**src/rtl/counter_display_pkg.sv**
```systemverilog
// Shared types, seven-segment patterns and control-FSM states for the BCD counter display.
package counter_display_pkg;

  typedef logic [6:0] seg7_t;
  typedef logic [3:0] bcd_t;

  // Active-low segment patterns, bit0 = a ... bit6 = g
  localparam seg7_t SEG_BLANK = 7'b1111111;
  localparam seg7_t SEG_DIGIT [0:9] = '{
    7'b1000000, 7'b1111001, 7'b0100100, 7'b0110000, 7'b0011001,
    7'b0010010, 7'b0000010, 7'b1111000, 7'b0000000, 7'b0010000
  };

  typedef enum logic [1:0] {
    ST_IDLE = 2'd0,
    ST_STEP = 2'd1,
    ST_HOLD = 2'd2
  } ctrl_state_t;

endpackage

```
**src/rtl/seg7_decoder.sv**
```systemverilog
// One BCD digit to active-low seven-segment pattern; non-decimal codes blank the digit.
module seg7_decoder
  import counter_display_pkg::*;
(
  input  bcd_t  bcd,
  output seg7_t seg_c
);

  always_comb begin
    seg_c = SEG_BLANK;
    if (bcd <= 4'd9) seg_c = SEG_DIGIT[bcd];
  end

endmodule

```
**src/rtl/bcd_counter_display.sv**
```systemverilog
// Up/down BCD counter with synchronised button edges and registered seven-segment outputs.
// Optional input filter enabled by defining COUNTER_DISPLAY_DEBOUNCE_EN.
module bcd_counter_display
  import counter_display_pkg::*;
#(
  parameter int unsigned DIGITS          = 2,
  parameter int unsigned MAX_COUNT       = 99,
  parameter int unsigned WRAP            = 1,
  parameter int unsigned DEBOUNCE_CYCLES = 16
) (
  input  logic                clk,
  input  logic                reset,
  input  logic                increment,
  input  logic                decrease,
  output logic [7*DIGITS-1:0] display_out,
  output logic [4*DIGITS-1:0] count,
  output logic                wrap_pulse
);

  localparam int unsigned CW = 4 * DIGITS;
  localparam int unsigned SW = 7 * DIGITS;

  function automatic int unsigned pow10_digits();
    int unsigned p;
    p = 1;
    for (int unsigned k = 0; k < DIGITS; k++) p = p * 10;
    return p;
  endfunction

  function automatic logic [CW-1:0] to_bcd(input int unsigned v);
    int unsigned r;
    logic [CW-1:0] b;
    r = v;
    b = '0;
    for (int unsigned k = 0; k < DIGITS; k++) begin
      b[4*k +: 4] = 4'(r % 10);
      r = r / 10;
    end
    return b;
  endfunction

  localparam int unsigned   LIMIT   = pow10_digits() - 1;
  localparam logic [CW-1:0] MAX_BCD = to_bcd(MAX_COUNT);

  if (DIGITS < 1 || DIGITS > 6 || MAX_COUNT > LIMIT || DEBOUNCE_CYCLES < 1) begin : g_bad_params
    $error("bcd_counter_display: parameter out of range");
  end

  // Index 0 = up button, index 1 = down button
  logic [1:0] btn_c;
  logic [1:0] sync1_q, sync2_q, prev_q, armed_q, level_c, rise_c;
  logic [1:0] vld_q;

  assign btn_c = {decrease, increment};

  // Synchroniser plus edge history; armed_q requires a genuine low sample after reset
  always_ff @(posedge clk or negedge reset) begin
    if (!reset) begin
      sync1_q <= '0;
      sync2_q <= '0;
      prev_q  <= '0;
      armed_q <= '0;
      vld_q   <= '0;
    end else begin
      sync1_q <= btn_c;
      sync2_q <= sync1_q;
      prev_q  <= level_c;
      vld_q   <= {vld_q[0], 1'b1};
      if (vld_q[1]) armed_q <= armed_q | ~sync2_q;
    end
  end

`ifdef COUNTER_DISPLAY_DEBOUNCE_EN
  localparam int unsigned DBW = $clog2(DEBOUNCE_CYCLES + 1);

  logic [1:0]     filt_q;
  logic [DBW-1:0] db_cnt_q [2];

  always_ff @(posedge clk or negedge reset) begin
    if (!reset) begin
      filt_q <= '0;
      for (int i = 0; i < 2; i++) db_cnt_q[i] <= '0;
    end else begin
      for (int i = 0; i < 2; i++) begin
        if (sync2_q[i] == filt_q[i]) begin
          db_cnt_q[i] <= '0;
        end else if (db_cnt_q[i] == DBW'(DEBOUNCE_CYCLES - 1)) begin
          filt_q[i]   <= sync2_q[i];
          db_cnt_q[i] <= '0;
        end else begin
          db_cnt_q[i] <= db_cnt_q[i] + DBW'(1);
        end
      end
    end
  end

  assign level_c = filt_q;
`else
  assign level_c = sync2_q;
`endif

  assign rise_c = level_c & ~prev_q & armed_q;

  ctrl_state_t state_q, state_d;
  logic        dir_q, dir_d;  // 1 = counting up
  logic        opp_rise_c, active_lvl_c;

  always_ff @(posedge clk or negedge reset) begin
    if (!reset) begin
      state_q <= ST_IDLE;
      dir_q   <= 1'b1;
    end else begin
      state_q <= state_d;
      dir_q   <= dir_d;
    end
  end

  always_comb begin
    state_d      = state_q;
    dir_d        = dir_q;
    opp_rise_c   = dir_q ? rise_c[1] : rise_c[0];
    active_lvl_c = dir_q ? level_c[0] : level_c[1];
    case (state_q)
      ST_IDLE: begin
        if (rise_c[0] ^ rise_c[1]) begin
          state_d = ST_STEP;
          dir_d   = rise_c[0];
        end
      end
      ST_STEP, ST_HOLD: begin
        if (opp_rise_c) begin
          state_d = ST_STEP;
          dir_d   = ~dir_q;
        end else if (active_lvl_c) begin
          state_d = ST_HOLD;
        end else begin
          state_d = ST_IDLE;
        end
      end
      default: state_d = ST_IDLE;
    endcase
  end

  logic [CW-1:0] count_q, count_d, inc_c, dec_c;
  logic          carry_c, borrow_c, pulse_d, wrap_q;

  // Ripple carry/borrow across decimal digits
  always_comb begin
    inc_c    = count_q;
    dec_c    = count_q;
    carry_c  = 1'b1;
    borrow_c = 1'b1;
    for (int unsigned k = 0; k < DIGITS; k++) begin
      if (carry_c) begin
        if (count_q[4*k +: 4] == 4'd9) begin
          inc_c[4*k +: 4] = 4'd0;
        end else begin
          inc_c[4*k +: 4] = count_q[4*k +: 4] + 4'd1;
          carry_c         = 1'b0;
        end
      end
      if (borrow_c) begin
        if (count_q[4*k +: 4] == 4'd0) begin
          dec_c[4*k +: 4] = 4'd9;
        end else begin
          dec_c[4*k +: 4] = count_q[4*k +: 4] - 4'd1;
          borrow_c        = 1'b0;
        end
      end
    end
  end

  always_comb begin
    count_d = count_q;
    pulse_d = 1'b0;
    if (state_q == ST_STEP) begin
      if (dir_q) begin
        if (count_q == MAX_BCD) begin
          pulse_d = 1'b1;
          if (WRAP != 0) count_d = '0;
        end else begin
          count_d = inc_c;
        end
      end else begin
        if (count_q == '0) begin
          pulse_d = 1'b1;
          if (WRAP != 0) count_d = MAX_BCD;
        end else begin
          count_d = dec_c;
        end
      end
    end
  end

  logic [SW-1:0] seg_c, disp_q;

  for (genvar k = 0; k < int'(DIGITS); k++) begin : g_dec
    seg7_decoder u_dec (
      .bcd   (count_q[4*k +: 4]),
      .seg_c (seg_c[7*k +: 7])
    );
  end

  always_ff @(posedge clk or negedge reset) begin
    if (!reset) begin
      count_q <= '0;
      wrap_q  <= 1'b0;
      disp_q  <= {DIGITS{SEG_DIGIT[0]}};
    end else begin
      count_q <= count_d;
      wrap_q  <= pulse_d;
      disp_q  <= seg_c;
    end
  end

  assign count       = count_q;
  assign wrap_pulse  = wrap_q;
  assign display_out = disp_q;

endmodule

```
**config.mk**
```make
export PLATFORM = sky130hd
export DESIGN_NAME = bcd_counter_display
export DESIGN_NICKNAME = d
export VERILOG_FILES = /design/src/rtl/counter_display_pkg.sv /design/src/rtl/seg7_decoder.sv /design/src/rtl/bcd_counter_display.sv
export SDC_FILE = /design/constraint.sdc
export NUM_CORES = 1
export LEC_CHECK = 0
export ABC_CLOCK_PERIOD_IN_PS = 3900
export BUFFER_PORTS_ARGS = -buffer_cell sky130_fd_sc_hd__buf_4
export CORE_MARGIN = 5
export CORE_UTILIZATION = 53
export DETAILED_ROUTE_END_ITERATION = 8
export HOLD_SLACK_MARGIN = 0.03
export MAX_ROUTING_LAYER = met4
export PLACE_DENSITY_LB_ADDON = 0.08
export REMOVE_ABC_BUFFERS = 1
export SYNTH_ARGS = -nofsm -noshare
export SYNTH_HDL_FRONTEND = slang
export SYNTH_SLANG_ARGS = --single-unit
export TNS_END_PERCENT = 1
```
**constraint.sdc**
```tcl
create_clock -name clk -period 3.9 [get_ports clk]
set_input_delay 0.39 -clock clk [delete_from_list [all_inputs] [get_ports clk]]
set_output_delay 0.39 -clock clk [all_outputs]
set_load 0.1 [all_outputs]
```
# Yosys cells after proc, flatten, opt, wreduce, memory -nomap -nowiden
# Memories as Yosys holds them, arrays and structs flattened.
# Index checks and enable logic that the tools add are counted.
dict set report totals {
  in_bits 4
  n_memories 2
  romBits 224
  word_cells 77
  regBits 36
}
# name depth word_bits rd rd_ports_with_merged_regs wr line
set mem_list {}
lappend mem_list {{(no name shown)} 16 7 1 0 0 seg7_decoder.sv:11} ;# if (bcd <= 4'd9) seg_c = SEG_DIGIT[bcd];
lappend mem_list {{(no name shown)} 16 7 1 0 0 seg7_decoder.sv:11}
dict set report op_classes {
  n_lt_le_gt_ge 4
  eq_ne 8
  n_reduce_logical 9
  mux 30
  bitwise_logic 9
  addsub 4
}
# operator n
set op_table {}
lappend op_table {{$mux 7} 6}
lappend op_table {{$mux 4} 6}
lappend op_table {{$mux 8} 3}
lappend op_table {{$ge 5x5->1 const B} 2}
lappend op_table {{$mux 1} 10}
lappend op_table {{$not 4->5} 2}
lappend op_table {{$add 4x1->4 const B} 2}
lappend op_table {{$eq 4x4->1 const B} 2}
lappend op_table {{$eq 8x8->1 const B} 1}
lappend op_table {{$le 4x4->1 const B} 2}
lappend op_table {{$logic_not 4->1} 2}
lappend op_table {{$logic_not 8->1} 1}
lappend op_table {{$sub 4x1->4 const B} 2}
lappend op_table {{$mux 2} 3}
lappend op_table {{$reduce_and 3->1} 2}
lappend op_table {{$and 2x2->2} 2}
lappend op_table {{$ne 2x2->1 const B} 2}
lappend op_table {{$not 2->2} 2}
lappend op_table {{$pmux 2 s2} 1}
lappend op_table {{$ne 3x1->1 const B} 1}
lappend op_table {{$reduce_bool 3->1} 1}
lappend op_table {{$eq 2x1->1 const B} 1}
lappend op_table {{$eq 2x2->1 const B} 1}
lappend op_table {{$logic_not 2->1} 1}
lappend op_table {{other kinds (6)} 6}

# Depth between registers and ports, before layout
dict set report logic_depth {
  ltp_word 6
  depth_mapped 7
  mapped_depth_nobuf 6
}

# Modules after synthesis
# A second synthesis with hierarchy kept.
dict set report unflattened {
  cells_unflattened 207
  hier_area_um2 2044.5
}
# mod cells_each instances area_per_inst_um2
set by_module_without_submodules {}
lappend by_module_without_submodules {bcd_counter_display 147 1 1631.6}
lappend by_module_without_submodules {seg7_decoder 30 2 206.4}

# Least setup slack after synthesis
# OpenSTA, ideal clock, no wires.
dict set report synth_timing {
  path_kind {reg2reg}
  startpoint {reg count_q[0] (netlist: count[0])}
  endpoint {reg count_q[6] (netlist: count[6])}
  stages_incl_launch_ff 8
  period_less_slack_ns 2.429
  n_path_buf 1
  arrival_ns 2.298
  path_slack_ns 1.471
  setup_time_ns 0.131
  required_ns 3.769
  path_cell_list {dfrtp_1 clkbuf_1 inv_1 ha_1 or4b_4 a21bo_1 a211oi_1 o211ai_1}
}
dict set report synth_between {
  elab_chain_len 4
  elab_cells_between_ends 12
  classes_between {eq/ne (3); mux (5); reduce/logical (4)}
}
# item line
set synth_lines {}
lappend synth_lines {{from (decl)} bcd_counter_display.sv:144} ;# logic [CW-1:0] count_q, count_d, inc_c, dec_c;
lappend synth_lines {{from (signal assigned)} bcd_counter_display.sv:210} ;# count_q <= count_d;
lappend synth_lines {{$eq 4x4->1 / $logic_not 4->1 (equally long branches)} {bcd_counter_display.sv:155, bcd_counter_display.sv:163}}
lappend synth_lines {{$mux 1 (on tied branches)} {bcd_counter_display.sv:155, bcd_counter_display.sv:163}}
lappend synth_lines {{$ne 3x1->1 (no source line) / $reduce_bool 3->1 (equally long branches)} -}
lappend synth_lines {{$reduce_and 3->1 (no source line)} -}
# Several ways; a longest one is shown, not always the timed one.
# A chain may end at the register's enable or synchronous reset.

# Final worst setup path
# Same ends and word-level chain as after synthesis.

==> impl_metrics.tcl <==
set metrics [dict create \
    status "completed" \
    die_x_um 69.8 \
    grt.overflow.total 0 \
    cts_resized 0 \
    globalRouteMet2Util 0.283 \
    synth_mux_area_frac 0.00528 \
    max_freq_mhz 476 \
    synth.distinct_cells 47 \
    path_clk_slew_ns 0.12 \
    synth_top_area_share 0.436 \
    synthAdderAreaFrac 0.0858 \
    grtUsageTotal 0.171 \
    use_met3 0.0493 \
    use_met1 0.195 \
    tns_ns 0 \
    area_delta_synth_final_pct 15.7 \
    route.detailed.drc 0 \
    crit_type "reg -> reg" \
    post-place-ws_ns 1.84 \
    hold_class "in -> reg" \
    yosys-top-cells-area "dfrtp_1, ha_1, a21oi_1" \
    cts_buffers 5 \
    grt_pass1_wl_um 6550 \
    place_congestion 0.839 \
    synth_seq_cells 36 \
    fin_skew_ns 0.0108 \
    yosysWarningCount 0 \
    avgSynthCellArea_um2 9.77 \
    synth_top_family_by_area "compound AO/OA/AOI/OAI gates" \
    ant_nets 0 \
    synth_xor_area_frac 0.00462 \
    synthFlopType "dfrtp_1" \
    multi_input_area_um2 897 \
    hold_buffers 1 \
    cts_setup_buffers 0 \
    io_pins 27 \
    dp.cells 256 \
    async_reset_ff_frac 1.00 \
    num-fill-cells 279 \
    final-setup-viol-count 0 \
    dieArea_um2 4870 \
    antenna_cells 0 \
    busiest_layer "met2" \
    critPathArrivalTime_ns 2.34 \
    grt_max_degree 37 \
    via_count 1532 \
    htree_levels 2 \
    final_cell_count_no_fill 265 \
    grt_pass1_vias 1448 \
    clk_path_buf_depth 2 \
    vias_per_cell 5.78 \
    cap_violations 0 \
    seqCellArea_um2 905 \
    drt_pass1_iterations 5 \
    setup_ws_ns 1.80 \
    antenna_found_initial 0 \
    crit_path_start_kind "flip-flop" \
    required_ns 4.14 \
    relSlewSlack 0.633 \
    synth-edff-count 0 \
    synthTopCellsByCount "dfrtp_1, a21oi_1, nand2_1, nor2_1, ha_1" \
    final_net_count 235 \
    chipHeight_um 69.8 \
    core_area_um2 3390 \
    synthesis.area_um2 1900 \
    yosys.area.top_type "dfrtp_1" \
    place.detailed.hpwl_um 2650 \
    clkLatencyLatePin_ns 0.34 \
    min_period_ns 2.10 \
    cts_sinks 36 \
    port_buffers 26 \
    fin_crit_sh 0.539 \
    timing.critical_path.to_type "flip-flop" \
    synthMostInstantiatedCell "dfrtp_1" \
    synth_compound_area_frac 0.211 \
    drive_gt1_frac 0.196 \
    tritoncts "built" \
    seq_area_frac_synth 0.477 \
    syn_inst 194 \
    clockRootBuffer "clkbuf_4" \
    crit_fanout 11 \
    rows 21 \
    worst_slew_pin_slew_ns 0.549 \
    routed_wirelength_um 3800 \
    drtIter0Drc 85 \
    start_util 0.559 \
    synth-simple-area-share 0.165 \
    final_max_slew_viol_count 0 \
    hold_violations 0 \
    wl_per_cell_um 14.3 \
    post-route-util 0.647 \
    rsz0062_at_grt "false" \
]
metal layers:
metal  up-vias  part of all wire
met5         -                 0
li1        738                 -
met3         8             0.051
met2        41              0.50
met4         0             0.023
met1       745              0.42
cell usage in the layout, fill, tap and decap left out, drive strengths merged, types with 3 or more instances in the layout:
cell type  synthesis  routed
o21ai             10      10
a21oi             18      18
nor3b              3       3
nand3              4       4
inv               12      12
clkbuf             9       5
a21o               4       4
dfstp              3       3
nand3b             5       5
nor3               3       3
ha                13      13
o22a               3       3
nand2             17      17
dfrtp             33      33
buf                1      26
nor2              17      17
path summary, 6_finish.rpt:
| kind | end | cells after the start | from | slack [ns] |
|---|---|---|---|---|
| worst min register to register | level_c[1]$_DFF_PN0_ | 0 | sync1_q[1]$_DFF_PN0_ | 0.36 |
| worst min-delay path | sync1_q[1]$_DFF_PN0_ | 1 | decrease | 0.14 |
| max in group asynchronous | display_out[6]$_DFF_PN1_ | 2 | reset | 3.03 |
| min in group asynchronous | count[5]$_DFFE_PN0P_ | 2 | reset | 0.52 |
| worst max-delay path | count[6]$_DFFE_PN0P_ | 6 | count[0]$_DFFE_PN0P_ | 1.80 |
| worst max register to register | count[6]$_DFFE_PN0P_ | 6 | count[0]$_DFFE_PN0P_ | 1.80 |
cell type report:
| type | count | area share |
|---|---|---|
| Inverter | 13 | 0.0222 |
| Clock inverter | 3 | 0.0194 |
| Tap cell | 46 | 0.0262 |
| Sequential cell | 36 | 0.412 |
| Timing Repair Buffer | 27 | 0.0936 |
| Clock buffer | 5 | 0.0171 |
| Multi-Input combinational cell | 135 | 0.409 |
logic make-up after synthesis:
kind of cell,count (synthesis)
AO/OA/AOI/OAI,58
buffers and inverters,23
AND/OR/NAND/NOR,61
other,1
adder cells (fa/ha/maj),13
multiplexers,1
flip-flops,36
XOR/XNOR,1
through the flow:
stage	hold WS [ns]	instance area [um2]
5_1_grt	0.113	2190
2_1_floorplan	0.0944	1850
6_report	0.144	2190
3_3_place_gp	0.332	2100
4_1_cts	0.135	2190
3_5_place_dp	0.335	2100
worst max-delay path, cell delays in order, from the launching register on:
cell      delay (ns)
dfrtp_1         0.52
inv_1           0.19
ha_1            0.22
or4b_4          0.49
a21bo_1         0.25
a211oi_1        0.22
o211ai_1        0.11
flip-flops by register name, indices dropped and copies added, names as in the netlist:
| register | flops |
|---|---|
| armed_q | 2 |
| count | 8 |
| dir_q | 1 |
| display_out | 14 |
| level_c | 2 |
| prev_q | 2 |
| state_q | 2 |
| sync1_q | 2 |
| vld_q | 2 |
| wrap_pulse | 1 |
Power is not shown: default switching activity piles up to over one toggle a cycle in this logic, so the estimate is an artifact.
